==> config.mk <==
export PLATFORM = sky130hd
export DESIGN_NAME = seq_to_bcd_flat
export DESIGN_NICKNAME = d
export VERILOG_FILES = /design/src/rtl/seq_to_bcd_if.sv /design/src/rtl/seq_to_bcd.sv /design/src/flat_wrapper.sv
export SDC_FILE = /design/constraint.sdc
export NUM_CORES = 1
export LEC_CHECK = 0
export CORE_ASPECT_RATIO = 0.6
export CORE_MARGIN = 2
export CORE_UTILIZATION = 34
export CTS_CLUSTER_DIAMETER = 150
export CTS_CLUSTER_SIZE = 24
export DETAILED_ROUTE_END_ITERATION = 10
export SLEW_MARGIN = 20
export SYNTH_ARGS = -nofsm -noshare
export SYNTH_HDL_FRONTEND = slang
export SYNTH_SLANG_ARGS = --single-unit
==> constraint.sdc <==
create_clock -name i_clk -period 2 [get_ports i_clk]
set_clock_uncertainty 0.15 [all_clocks]
set_input_delay 0.4 -clock i_clk [delete_from_list [all_inputs] [get_ports i_clk]]
set_output_delay 0.4 -clock i_clk [all_outputs]
set_load 0.02 [all_outputs]
==> src/rtl/seq_to_bcd_if.sv <==
// Handshake and result bus for the sequential binary-to-BCD converter.
interface seq_to_bcd_if #(
  parameter int unsigned WIDTH  = 20,
  parameter int unsigned DIGITS = 6
);
  logic                  start;
  logic [WIDTH-1:0]      number;
  logic                  busy;
  logic                  done;
  logic [4*DIGITS-1:0]   bcd;
  logic                  overflow;
  logic [DIGITS-1:0]     blank;

  modport master (
    output start, number,
    input  busy, done, bcd, overflow, blank
  );

  modport slave (
    input  start, number,
    output busy, done, bcd, overflow, blank
  );
endinterface

==> src/rtl/seq_to_bcd.sv <==
// Sequential double-dabble binary-to-BCD converter: one input bit per clock,
// start/busy/done handshake, sticky overflow and leading-zero blanking mask.
module seq_to_bcd #(
  parameter int unsigned WIDTH  = 20,
  parameter int unsigned DIGITS = 6
) (
  input  logic       i_clk,
  input  logic       i_reset,
  seq_to_bcd_if.slave bus
);

  localparam int unsigned CW = $clog2(WIDTH + 1);
  localparam logic [DIGITS-1:0] BLANK_RST = ~DIGITS'(1);

  typedef enum logic {
    IDLE,
    SHIFT
  } state_t;

  state_t              r_state;
  state_t              w_state_next;
  logic                w_load;
  logic                w_last;

  logic [WIDTH-1:0]    r_shift;
  logic [4*DIGITS-1:0] r_digits;
  logic                r_ovf;
  logic [CW-1:0]       r_cnt;

  logic [4*DIGITS-1:0] r_bcd;
  logic                r_overflow;
  logic [DIGITS-1:0]   r_blank;
  logic                r_done;

  logic [4*DIGITS-1:0] w_adj;
  logic [4*DIGITS-1:0] w_shifted;
  logic                w_out_bit;
  logic [DIGITS-1:0]   w_blank;

  // Add-3 correction applied to every scratch digit in parallel.
  always_comb begin
    w_adj = r_digits;
    for (int unsigned k = 0; k < DIGITS; k++) begin
      if (r_digits[4*k +: 4] >= 4'd5) begin
        w_adj[4*k +: 4] = r_digits[4*k +: 4] + 4'd3;
      end
    end
  end

  assign w_shifted = {w_adj[4*DIGITS-2:0], r_shift[WIDTH-1]};
  assign w_out_bit = w_adj[4*DIGITS-1];

  // Blanking mask from the post-shift digits; scanned from the top down.
  always_comb begin
    logic v_zero;
    w_blank = '0;
    v_zero  = 1'b1;
    for (int unsigned k = DIGITS - 1; k >= 1; k--) begin
      v_zero     = v_zero & (w_shifted[4*k +: 4] == 4'd0);
      w_blank[k] = v_zero;
    end
  end

  // State register.
  always_ff @(posedge i_clk) begin
    if (i_reset) begin
      r_state <= IDLE;
    end else begin
      r_state <= w_state_next;
    end
  end

  // Next-state logic with load and final-step strobes.
  always_comb begin
    w_state_next = r_state;
    w_load       = 1'b0;
    w_last       = 1'b0;
    case (r_state)
      IDLE: begin
        if (bus.start) begin
          w_load       = 1'b1;
          w_state_next = SHIFT;
        end
      end
      SHIFT: begin
        if (r_cnt == CW'(1)) begin
          w_last       = 1'b1;
          w_state_next = IDLE;
        end
      end
      default: w_state_next = IDLE;
    endcase
  end

  // Datapath: capture, shift/correct each SHIFT cycle, publish on the last step.
  always_ff @(posedge i_clk) begin
    if (i_reset) begin
      r_shift    <= '0;
      r_digits   <= '0;
      r_ovf      <= 1'b0;
      r_cnt      <= '0;
      r_bcd      <= '0;
      r_overflow <= 1'b0;
      r_blank    <= BLANK_RST;
      r_done     <= 1'b0;
    end else begin
      r_done <= w_last;
      if (w_load) begin
        r_shift  <= bus.number;
        r_digits <= '0;
        r_ovf    <= 1'b0;
        r_cnt    <= CW'(WIDTH);
      end else if (r_state == SHIFT) begin
        r_shift  <= r_shift << 1;
        r_digits <= w_shifted;
        r_ovf    <= r_ovf | w_out_bit;
        r_cnt    <= r_cnt - CW'(1);
        if (w_last) begin
          r_bcd      <= w_shifted;
          r_overflow <= r_ovf | w_out_bit;
          r_blank    <= w_blank;
        end
      end
    end
  end

  assign bus.busy     = (r_state == SHIFT);
  assign bus.done     = r_done;
  assign bus.bcd      = r_bcd;
  assign bus.overflow = r_overflow;
  assign bus.blank    = r_blank;

endmodule

==> src/flat_wrapper.sv <==
// flat-port wrapper written by rule: the top's interface ports become plain ports
module seq_to_bcd_flat 
#(
  parameter int unsigned WIDTH  = 20,
  parameter int unsigned DIGITS = 6
)
  (i_clk, i_reset, bus_start, bus_number, bus_busy, bus_done, bus_bcd, bus_overflow, bus_blank);
  seq_to_bcd_if #(.WIDTH(WIDTH), .DIGITS(DIGITS)) bus_i ();
  input  logic i_clk;
  input  logic i_reset;
  input wire logic [$bits(bus_i.start)-1:0] bus_start;
  input wire logic [$bits(bus_i.number)-1:0] bus_number;
  output wire logic [$bits(bus_i.busy)-1:0] bus_busy;
  output wire logic [$bits(bus_i.done)-1:0] bus_done;
  output wire logic [$bits(bus_i.bcd)-1:0] bus_bcd;
  output wire logic [$bits(bus_i.overflow)-1:0] bus_overflow;
  output wire logic [$bits(bus_i.blank)-1:0] bus_blank;
  assign bus_i.start = bus_start;
  assign bus_i.number = bus_number;
  assign bus_busy = bus_i.busy;
  assign bus_done = bus_i.done;
  assign bus_bcd = bus_i.bcd;
  assign bus_overflow = bus_i.overflow;
  assign bus_blank = bus_i.blank;
  seq_to_bcd #(.WIDTH(WIDTH), .DIGITS(DIGITS)) u_core (.i_clk(i_clk), .i_reset(i_reset), .bus(bus_i));
endmodule
==> out/qor.csv, run 1 <==
stage,metric,value,unit
routing,vias,3192,
placement,Detailed Place HPWL,6240,µm
pwr,static leakage,0.00198,µW
synthesis,"EDFF count, synth",0,
cts,hold buffer count at cts,0,
floorplan,core area,10700,µm²
global_routing,initial antenna violation count,0,
layout,Area growth syn-to-layout,33.2,%
routing,drt drc,0,
global_routing,largest net degree at the start of global routing,33,
placement,"Cell Area, Placed",4660,µm²
floorplan,row cnt,29,
synthesis,net count after synthesis,482,
global_routing,GRT Residual Overflow,0,
layout,most frequent cells in the layout,"nor2_1, dfxtp_1, clkdlybuf4s50_1",
worst_setup_path,WP buf/inv,1,
pwr,NetSw,911,µW
routing,DR vias/cell,4.82,
worst_setup_path,"Req. time, crit path",2.13,ns
global_routing,GRT Overall Usage,15.5,%
cts,clk sinks,82,
floorplan,Ports,56,
placement,PortBufs,54,
worst_setup_path,critical path launch point type,flop,
floorplan,DIE AREA,12100,µm²
pwr,clock power share,42.9,%
worst_setup_path,"Critical Path, Cell by Cell","inv_1, ha_1, nand2b_1, a21oi_2, mux2i_1, nand3_2, nor4_4, a221o_1",
synthesis,Yosys cell types,36,
sta,period utilization,98.4,%
routing,post-route ant nets,0,
routing,Iter 0 DRT Violations,162,
pwr,Power Internal,2940,µW
sta,max-slew violations,0,
synthesis,post-synthesis cell count,445,
pwr,share of power burned in registers,45.1,%
floorplan,Initial Util,35.4,%
routing,drt wl/cell,13.7,µm
floorplan,die width,141,µm
sta,highest clock rate,508,MHz
worst_setup_path,"CP delay by family, top",simple AND/OR/NAND/NOR gates,
layout,Util after Layout,47.2,%
cts,Worst-path clk slew,0.06,ns
layout,# nets final,555,
cts,Root Buffer Master,clkbuf_16,
routing,final WL,9060,µm
layout,number of diodes,0,
cts,worst-skew pair later-pin latency,0.34,ns
synthesis,"flops & latches, synth",82,
sta,RSZ-0062 raised after global routing,yes,
layout,Post-Layout Inst Area,5070,µm²
synthesis,Yosys warnings,0,
sta,final setup fails,0,
global_routing,global-route wire length before repair,14700,µm
routing,First-pass DRT Iterations,6,
cts,H-tree depth,3,
worst_setup_path,Crit-path slowest cell,dfxtp_2,
worst_setup_path,CP max FO,3,
global_routing,vias in the first global route,2960,
min_path,worst min path class,in -> reg,
floorplan,Die Ht,86.0,µm
sta,final hold vios,0,
placement,RD Place Congestion,0.756,
run,Max-Cap Viols,0,
cts,CTS tree,yes,
pwr,Logic pwr share,12.0,%
worst_setup_path,Worst Setup End Kind,flop,
synthesis,Post-synth ARST share,0,%
synthesis,Most used DFF post-synth,dfxtp_1,
pwr,Switching Share,23.6,%
sta,"Min Clock Period, post-route",1.97,ns
sta,setup TNS,0,ns
cts,TritonCTS buffer count,9,
layout,"most common cell after layout, fill and taps aside",nor2_1,
worst_setup_path,kind of critical path,reg -> reg,
synthesis,"Seq/Total Area, Yosys",43.1,%
sta,Hold WS,0.278,ns
pwr,PwrDens,760,nW/µm²
cts,Max clock buf depth,2,
worst_setup_path,"slowest stage delay, CP",0.33,ns
pwr,VDD IR-drop max,0.367,mV
worst_setup_path,WP data arrival,2.10,ns
layout,layout cell share with drive strength beyond 1,15.9,%
synthesis,Synth Cell Area,3810,µm²
status,status,"finished, final reports clean",
synthesis,synthesized area per cell,8.55,µm²
==> Yosys cell counts, drive strengths merged (2+ instances only) <==
| cell type | n | area share, % |
|---|---|---|
| a211o | 2 | 0.46 |
| a211oi | 19 | 3.9 |
| a21oi | 55 | 7.7 |
| buf | 11 | 1.4 |
| clkbuf | 17 | 1.7 |
| dfxtp | 82 | 43 |
| ha | 14 | 4.6 |
| inv | 15 | 1.5 |
| mux2i | 42 | 11 |
| nand2 | 42 | 4.1 |
| nand2b | 7 | 1.2 |
| nand3 | 8 | 1.1 |
| nor2 | 79 | 8.0 |
| nor3 | 8 | 1.1 |
| nor3b | 10 | 2.0 |
| nor4 | 2 | 0.72 |
| o21ai | 11 | 1.4 |
| o31ai | 2 | 0.39 |
| xnor2 | 9 | 2.1 |
==> registers in the layout, summed over array words and instances (netlist names) <==
register and count:
u_core.bus.bcd 24, u_core.r_ovf 1, u_core.bus.done 1, u_core.r_digits 24, u_core.bus.busy 1, u_core.r_cnt 5
u_core.bus.overflow 1, u_core.bus.blank 5, u_core.r_shift 20
==> cell families after synthesis <==
kind of cell,Yosys count,synth area share (%)
buffers and inverters,43,4.60
XOR/XNOR,10,2.30
flip-flops,82,43.1
AO/OA/AOI/OAI,93,14.9
other,1,0.0985
multiplexers,42,11.0
adder cells (fa/ha/maj),14,4.60
AND/OR/NAND/NOR,160,19.3
==> layout make-up <==
type,instances,area [µm²]
tap,139,174
fill,1031,5670
inverter,15,56.3
multi-input combinational,320,2050
sequential,82,1650
clock buffer,14,264
timing repair buffer,90,833
clock inverter,2,35.0
==> metal layers <==
metal | vias up | global-route usage (%) | routed length (µm)
met5 | - | 0 | 0
met4 | 0 | 4.64 | 73
met3 | 5 | 4.69 | 343
met2 | 45 | 22.8 | 3880
met1 | 1475 | 21.9 | 4760
li1 | 1667 | - | -
==> power by group through the flow <==
stage	clock network, µW	registers [µW]	logic, µW
floorplan	0	1770	283
global placement	0	1770	439
detailed placement	0	1770	446
CTS	1700	1740	450
global route	1780	1740	510
finish	1650	1740	461
==> stage by stage <==
stage / setup slack, ns / instances / total power, µW
2_1_floorplan: 0.0387 / 445 / 2060
3_5_place_dp: -0.0228 / 642 / 2220
3_3_place_gp: 0.0386 / 642 / 2210
5_1_grt: -0.122 / 662 / 4030
4_1_cts: 0.000342 / 658 / 3890
6_report: 0.0318 / 662 / 3850
==> worst reg2reg max path, stage by stage, from the launching register on <==
cell and delay, ns:
dfxtp_2 0.33, inv_1 0.07, ha_1 0.18, nand2b_1 0.16, a21oi_2 0.18, mux2i_1 0.25, nand3_2 0.13, nor4_4 0.30
a221o_1 0.17
==> final timing paths <==
check                                                 startpoint  slack [ns]  depth (start not counted)                               end
worst max register to register  u_core.r_digits[21]$_SDFFE_PP0P_        0.03                          8  u_core.bus.blank[1]$_SDFFE_PP1P_
worst min-delay path                                     i_reset        0.28                          2   u_core.r_shift[12]$_SDFFE_PP0P_
worst min register to register    u_core.bus.bcd[1]$_SDFFE_PP0P_        0.30                          2    u_core.bus.bcd[1]$_SDFFE_PP0P_
worst max-delay path            u_core.r_digits[21]$_SDFFE_PP0P_        0.03                          8  u_core.bus.blank[1]$_SDFFE_PP1P_
==> repair_timing <==
action,in CTS,in global routing
pin swaps,3,9
endpoints found under the setup margin,3,12
resized for setup,3,23
setup buffers,0,4
(Power assumes the default switching activity.)
==> run 2: changes to the inputs <==
Settings changed: CAP_MARGIN set to 25, SKIP_CTS_REPAIR_TIMING set to 1.
==> out/qor.csv, run 2 (synthesized netlist as in run 1, its figures left out) <==
stage,metric,value,unit,change
placement,Placement Setup Slack,-0.0228,ns,unchanged
layout,"most common cell after layout, fill and taps aside",nor2_1,,
layout,"non-filler cells, final",662,,unchanged
worst_setup_path,CP max FO,3,,unchanged
routing,First-pass DRT Iterations,5,,-1
worst_setup_path,kind of critical path,reg -> reg,,
worst_setup_path,Worst setup startpoint,u_core.r_digits[21]$_SDFFE_PP0P_,,
global_routing,vias in the first global route,2959,,-0.034%
sta,final setup fails,0,,unchanged
sta,highest clock rate,504,MHz,-0.75%
floorplan,Ports,56,,unchanged
floorplan,core area,10700,µm²,unchanged
layout,most frequent cells in the layout,"nor2_1, dfxtp_1, clkdlybuf4s50_1",,
sta,"crit path setup slack, layout",0.0168,ns,-0.0149 ns
cts,H-tree depth,3,,unchanged
routing,drt wl/cell,13.7,µm,+0.12%
layout,Util after Layout,47.4,%,+0.20 points
layout,area occupied by registers,1650,µm²,about the same
sta,final hold vios,0,,unchanged
worst_setup_path,Crit-path slowest cell,dfxtp_2,,
global_routing,GRT Overall Usage,15.4,%,-0.036 points
layout,Area growth syn-to-layout,33.8,%,
layout,number of diodes,0,,unchanged
cts,Worst-path clk slew,0.06,ns,about the same
placement,RD Place Congestion,0.756,,unchanged
floorplan,Initial Util,35.4,%,unchanged
pwr,VDD IR-drop max,0.367,mV,+0.15%
worst_setup_path,"slowest stage delay, CP",0.33,ns,about the same
pwr,static leakage,0.00200,µW,+0.58%
global_routing,GRT Residual Overflow,0,,unchanged
worst_setup_path,reg-to-reg endpoint,u_core.bus.blank[1]$_SDFFE_PP1P_,,
sta,max-slew violations,0,,unchanged
worst_setup_path,Worst Setup End Kind,flop,,
routing,DR vias/cell,4.82,,about the same
worst_setup_path,"Req. time, crit path",2.13,ns,about the same
routing,post-route ant nets,0,,unchanged
global_routing,global-route wire length before repair,14700,µm,-0.18%
cts,clk sinks,82,,unchanged
floorplan,row cnt,29,,unchanged
routing,final WL,9070,µm,+0.12%
placement,placed cells,642,,unchanged
worst_setup_path,r2r startpoint,u_core.r_digits[21]$_SDFFE_PP0P_,,
status,status,"finished, final reports clean",,
pwr,overall power,3860,µW,+0.11%
sta,"Min Clock Period, post-route",1.98,ns,+0.0149 ns
cts,Max clock buf depth,2,,unchanged
routing,vias,3193,,+0.031%
run,Max-Cap Viols,0,,unchanged
routing,Iter 0 DRT Violations,176,,+8.6%
cts,TritonCTS buffer count,9,,unchanged
worst_setup_path,WP data arrival,2.12,ns,+0.02 ns
global_routing,initial antenna violation count,0,,unchanged
sta,period utilization,99.2,%,+0.75 points
layout,multi-input logic area,2070,µm²,+0.91%
sta,Hold WS,0.279,ns,+0.000321 ns
worst_setup_path,critical path depth,8,,unchanged
floorplan,die width,141,µm,unchanged
worst_setup_path,Reg2Reg Depth,8,,unchanged
worst_setup_path,"CP delay by family, top",simple AND/OR/NAND/NOR gates,,
cts,Root Buffer Master,clkbuf_16,,
global_routing,largest net degree at the start of global routing,33,,unchanged
layout,Fill cells,1032,,+0.097%
worst_setup_path,WP buf/inv,1,,unchanged
floorplan,Die Ht,86.0,µm,unchanged
routing,drt drc,0,,unchanged
worst_setup_path,"Critical Path, Cell by Cell","inv_1, ha_1, nand2b_1, a21oi_2, mux2i_1, nand3_2, nor4_4, a221o_1",,
cts,CTS tree,yes,,
min_path,worst min path class,in -> reg,,
pwr,PwrDens,758,nW/µm²,-0.31%
floorplan,DIE AREA,12100,µm²,unchanged
placement,Detailed Place HPWL,6240,µm,unchanged
layout,layout cell share with drive strength beyond 1,15.7,%,-0.19 points
placement,PortBufs,54,,unchanged
layout,# nets final,555,,unchanged
worst_setup_path,critical path launch point type,flop,,
worst_setup_path,flop2flop setup slack,0.02,ns,about the same
worst_setup_path,CP endpoint,u_core.bus.blank[1]$_SDFFE_PP1P_,,
cts,worst-skew pair later-pin latency,0.34,ns,about the same
sta,RSZ-0062 raised after global routing,yes,,
[run 2: routing by layer]
layer | share of wire [%] | vias to the layer above | global-route usage, %
met5 | 0 | - | 0
met4 | 0.66 | 0 | 4.64
met3 | 5.2 | 6 | 4.69
met2 | 43 | 62 | 22.7
met1 | 51 | 1462 | 21.9
li1 | - | 1663 | -
[run 2: layout make-up]
| cell class | count | area share (%) |
|---|---|---|
| sequential | 82 | 32.4 |
| clock inverter | 2 | 0.688 |
| timing repair buffer | 90 | 16.4 |
| multi-input combinational | 320 | 40.7 |
| inverter | 15 | 1.11 |
| tap | 139 | 3.42 |
| clock buffer | 14 | 5.19 |
[run 2: worst min-delay path by stage]
stage	endpoint	start	cells past startpoint	slack, ns
2_1_floorplan	u_core.r_ovf$_SDFFE_PP0P_	u_core.r_ovf$_SDFFE_PP0P_	2	0.29
3_3_place_gp	u_core.bus.bcd[18]$_SDFFE_PP0P_	u_core.bus.bcd[18]$_SDFFE_PP0P_	2	0.30
3_5_place_dp	u_core.bus.bcd[9]$_SDFFE_PP0P_	u_core.bus.bcd[9]$_SDFFE_PP0P_	2	0.30
4_1_cts	u_core.r_shift[15]$_SDFFE_PP0P_	i_reset	2	0.27
5_1_grt	u_core.r_shift[9]$_SDFFE_PP0P_	i_reset	2	0.29
6_report	u_core.r_shift[12]$_SDFFE_PP0P_	i_reset	2	0.28
[run 2: through the flow]
step           instance area, µm²  TNS [ns]
2_1_floorplan                3810         0
3_3_place_gp                 4660         0
3_5_place_dp                 4660   -0.0228
4_1_cts                      4960   -0.0778
5_1_grt                      5090    -0.316
6_report                     5090         0
[run 2: power by group]
| part | total (µW) | internal, µW | switching, µW |
|---|---|---|---|
| Combinational | 465 | 221 | 244 |
| Clock | 1660 | 1030 | 621 |
| Sequential | 1740 | 1690 | 48.4 |
| Total | 3860 | 2940 | 914 |
==> run 3: changes to the inputs <==
Settings changed: GPL_ROUTABILITY_DRIVEN set to 0, MAX_ROUTING_LAYER set to met4.
==> out/qor.csv, run 3 (synthesized netlist as in run 1, its figures left out) <==
stage,metric,value,unit,change
sta,RSZ-0062 raised after global routing,yes,,
routing,post-route ant nets,0,,unchanged
worst_setup_path,"slowest stage delay, CP",0.37,ns,+0.04 ns
global_routing,global-route wire length before repair,14700,µm,about the same
status,status,"finished, final reports clean",,
worst_setup_path,Crit-path slowest cell,dfxtp_1,,
floorplan,Initial Util,35.4,%,unchanged
floorplan,row cnt,29,,unchanged
cts,H-tree depth,3,,unchanged
cts,clk sinks,82,,unchanged
sta,final hold vios,0,,unchanged
worst_setup_path,"Req. time, crit path",2.07,ns,-0.06 ns
routing,final WL,9070,µm,about the same
cts,TritonCTS buffer count,9,,unchanged
layout,"non-filler cells, final",662,,unchanged
worst_setup_path,WP data arrival,2.05,ns,-0.07 ns
global_routing,GRT Overall Usage,15.9,%,+0.49 points
routing,drt wl/cell,13.7,µm,about the same
sta,final setup fails,0,,unchanged
layout,# nets final,555,,unchanged
worst_setup_path,kind of critical path,reg -> reg,,
worst_setup_path,Worst Setup End Kind,flop,,
layout,layout cell share with drive strength beyond 1,15.7,%,unchanged
global_routing,initial antenna violation count,0,,unchanged
sta,setup TNS,0,ns,unchanged
layout,"most common cell after layout, fill and taps aside",nor2_1,,
worst_setup_path,"CP delay by family, top",compound AO/OA/AOI/OAI gates,,
routing,vias,3199,,+0.19%
layout,Fill cells,1032,,unchanged
routing,DR vias/cell,4.83,,+0.19%
pwr,PwrDens,757,nW/µm²,about the same
min_path,worst min path class,in -> reg,,
placement,"Cell Area, Placed",4660,µm²,unchanged
sta,"Min Clock Period, post-route",1.97,ns,-0.00973 ns
cts,Worst-path clk slew,0.06,ns,about the same
floorplan,DIE AREA,12100,µm²,unchanged
sta,highest clock rate,507,MHz,+0.49%
floorplan,Die Ht,86.0,µm,unchanged
pwr,VDD IR-drop max,0.366,mV,-0.25%
placement,placed cells,642,,unchanged
global_routing,largest net degree at the start of global routing,33,,unchanged
routing,Iter 0 DRT Violations,161,,-8.5%
layout,most frequent cells in the layout,"nor2_1, dfxtp_1, clkdlybuf4s50_1",,
routing,First-pass DRT Iterations,4,,-1
sta,Hold WS,0.281,ns,+0.00240 ns
layout,Post-Layout Inst Area,5090,µm²,unchanged
placement,PortBufs,54,,unchanged
global_routing,vias in the first global route,2964,,+0.17%
cts,Max clock buf depth,2,,unchanged
routing,drt drc,0,,unchanged
worst_setup_path,WP buf/inv,1,,unchanged
cts,CTS tree,yes,,
pwr,static leakage,0.00200,µW,unchanged
layout,Area growth syn-to-layout,33.8,%,unchanged
cts,Root Buffer Master,clkbuf_16,,
run,Max-Cap Viols,0,,unchanged
cts,worst-skew pair later-pin latency,0.34,ns,about the same
global_routing,GRT Residual Overflow,0,,unchanged
placement,Detailed Place HPWL,6240,µm,unchanged
floorplan,Ports,56,,unchanged
worst_setup_path,critical path launch point type,flop,,
sta,max-slew violations,0,,unchanged
layout,number of diodes,0,,unchanged
worst_setup_path,CP max FO,4,,+1
floorplan,core area,10700,µm²,unchanged
sta,period utilization,98.7,%,-0.49 points
worst_setup_path,"Critical Path, Cell by Cell","inv_2, ha_1, nand2b_1, a21oi_2, nor2_1, o211ai_4, nor4_4, a221o_1",,
floorplan,die width,141,µm,unchanged
## run 3: cell counts in the layout (fill, tap and decap cells not counted)
Identical to the previous run, type by type.
## run 3: final cells by class
type                            count  area, µm²  share of cell area [%]
Clock buffer                       14        264                    5.19
Clock inverter                      2       35.0                   0.688
Inverter                           15       56.3                    1.11
Multi-Input combinational cell    320       2070                    40.7
Sequential cell                    82       1650                    32.4
Tap cell                          139        174                    3.42
Timing Repair Buffer               90        837                    16.4
## run 3: power breakdown
group,leakage [µW],switching (µW),internal (µW)
logic,0.00118,244,221
registers,0.000669,48.3,1690
clock network,0.000147,619,1030
## run 3: path summary, 6_finish.rpt
path,cells past startpoint,endpoint,slack (ns),from
worst max-delay path,8,u_core.bus.blank[1]$_SDFFE_PP1P_,0.03,u_core.r_digits[13]$_SDFFE_PP0P_
worst min register to register,2,u_core.bus.bcd[1]$_SDFFE_PP0P_,0.30,u_core.bus.bcd[1]$_SDFFE_PP0P_
worst max register to register,8,u_core.bus.blank[1]$_SDFFE_PP1P_,0.03,u_core.r_digits[13]$_SDFFE_PP0P_
worst min-delay path,2,u_core.r_shift[12]$_SDFFE_PP0P_,0.28,i_reset
## run 3: per-layer routing
metal  vias up  GRT usage (%)  routed length (µm)
li1       1666              -                   -
met1      1465           21.9                4670
met2        60           22.7                3860
met3         8           4.58                 437
met4         0           4.64                  99
met5         -              -                   0
## run 3: metrics by stage
stage / power [µW] / setup slack (ns) / util, %
final: 3860 / 0.0266 / 47.4
after CTS: 3890 / -0.0506 / 46.2
after global routing: 4030 / -0.124 / 47.4
after detailed placement: 2220 / -0.0228 / 43.4
after global placement: 2210 / 0.0386 / 43.4
after floorplan: 2060 / 0.0387 / -
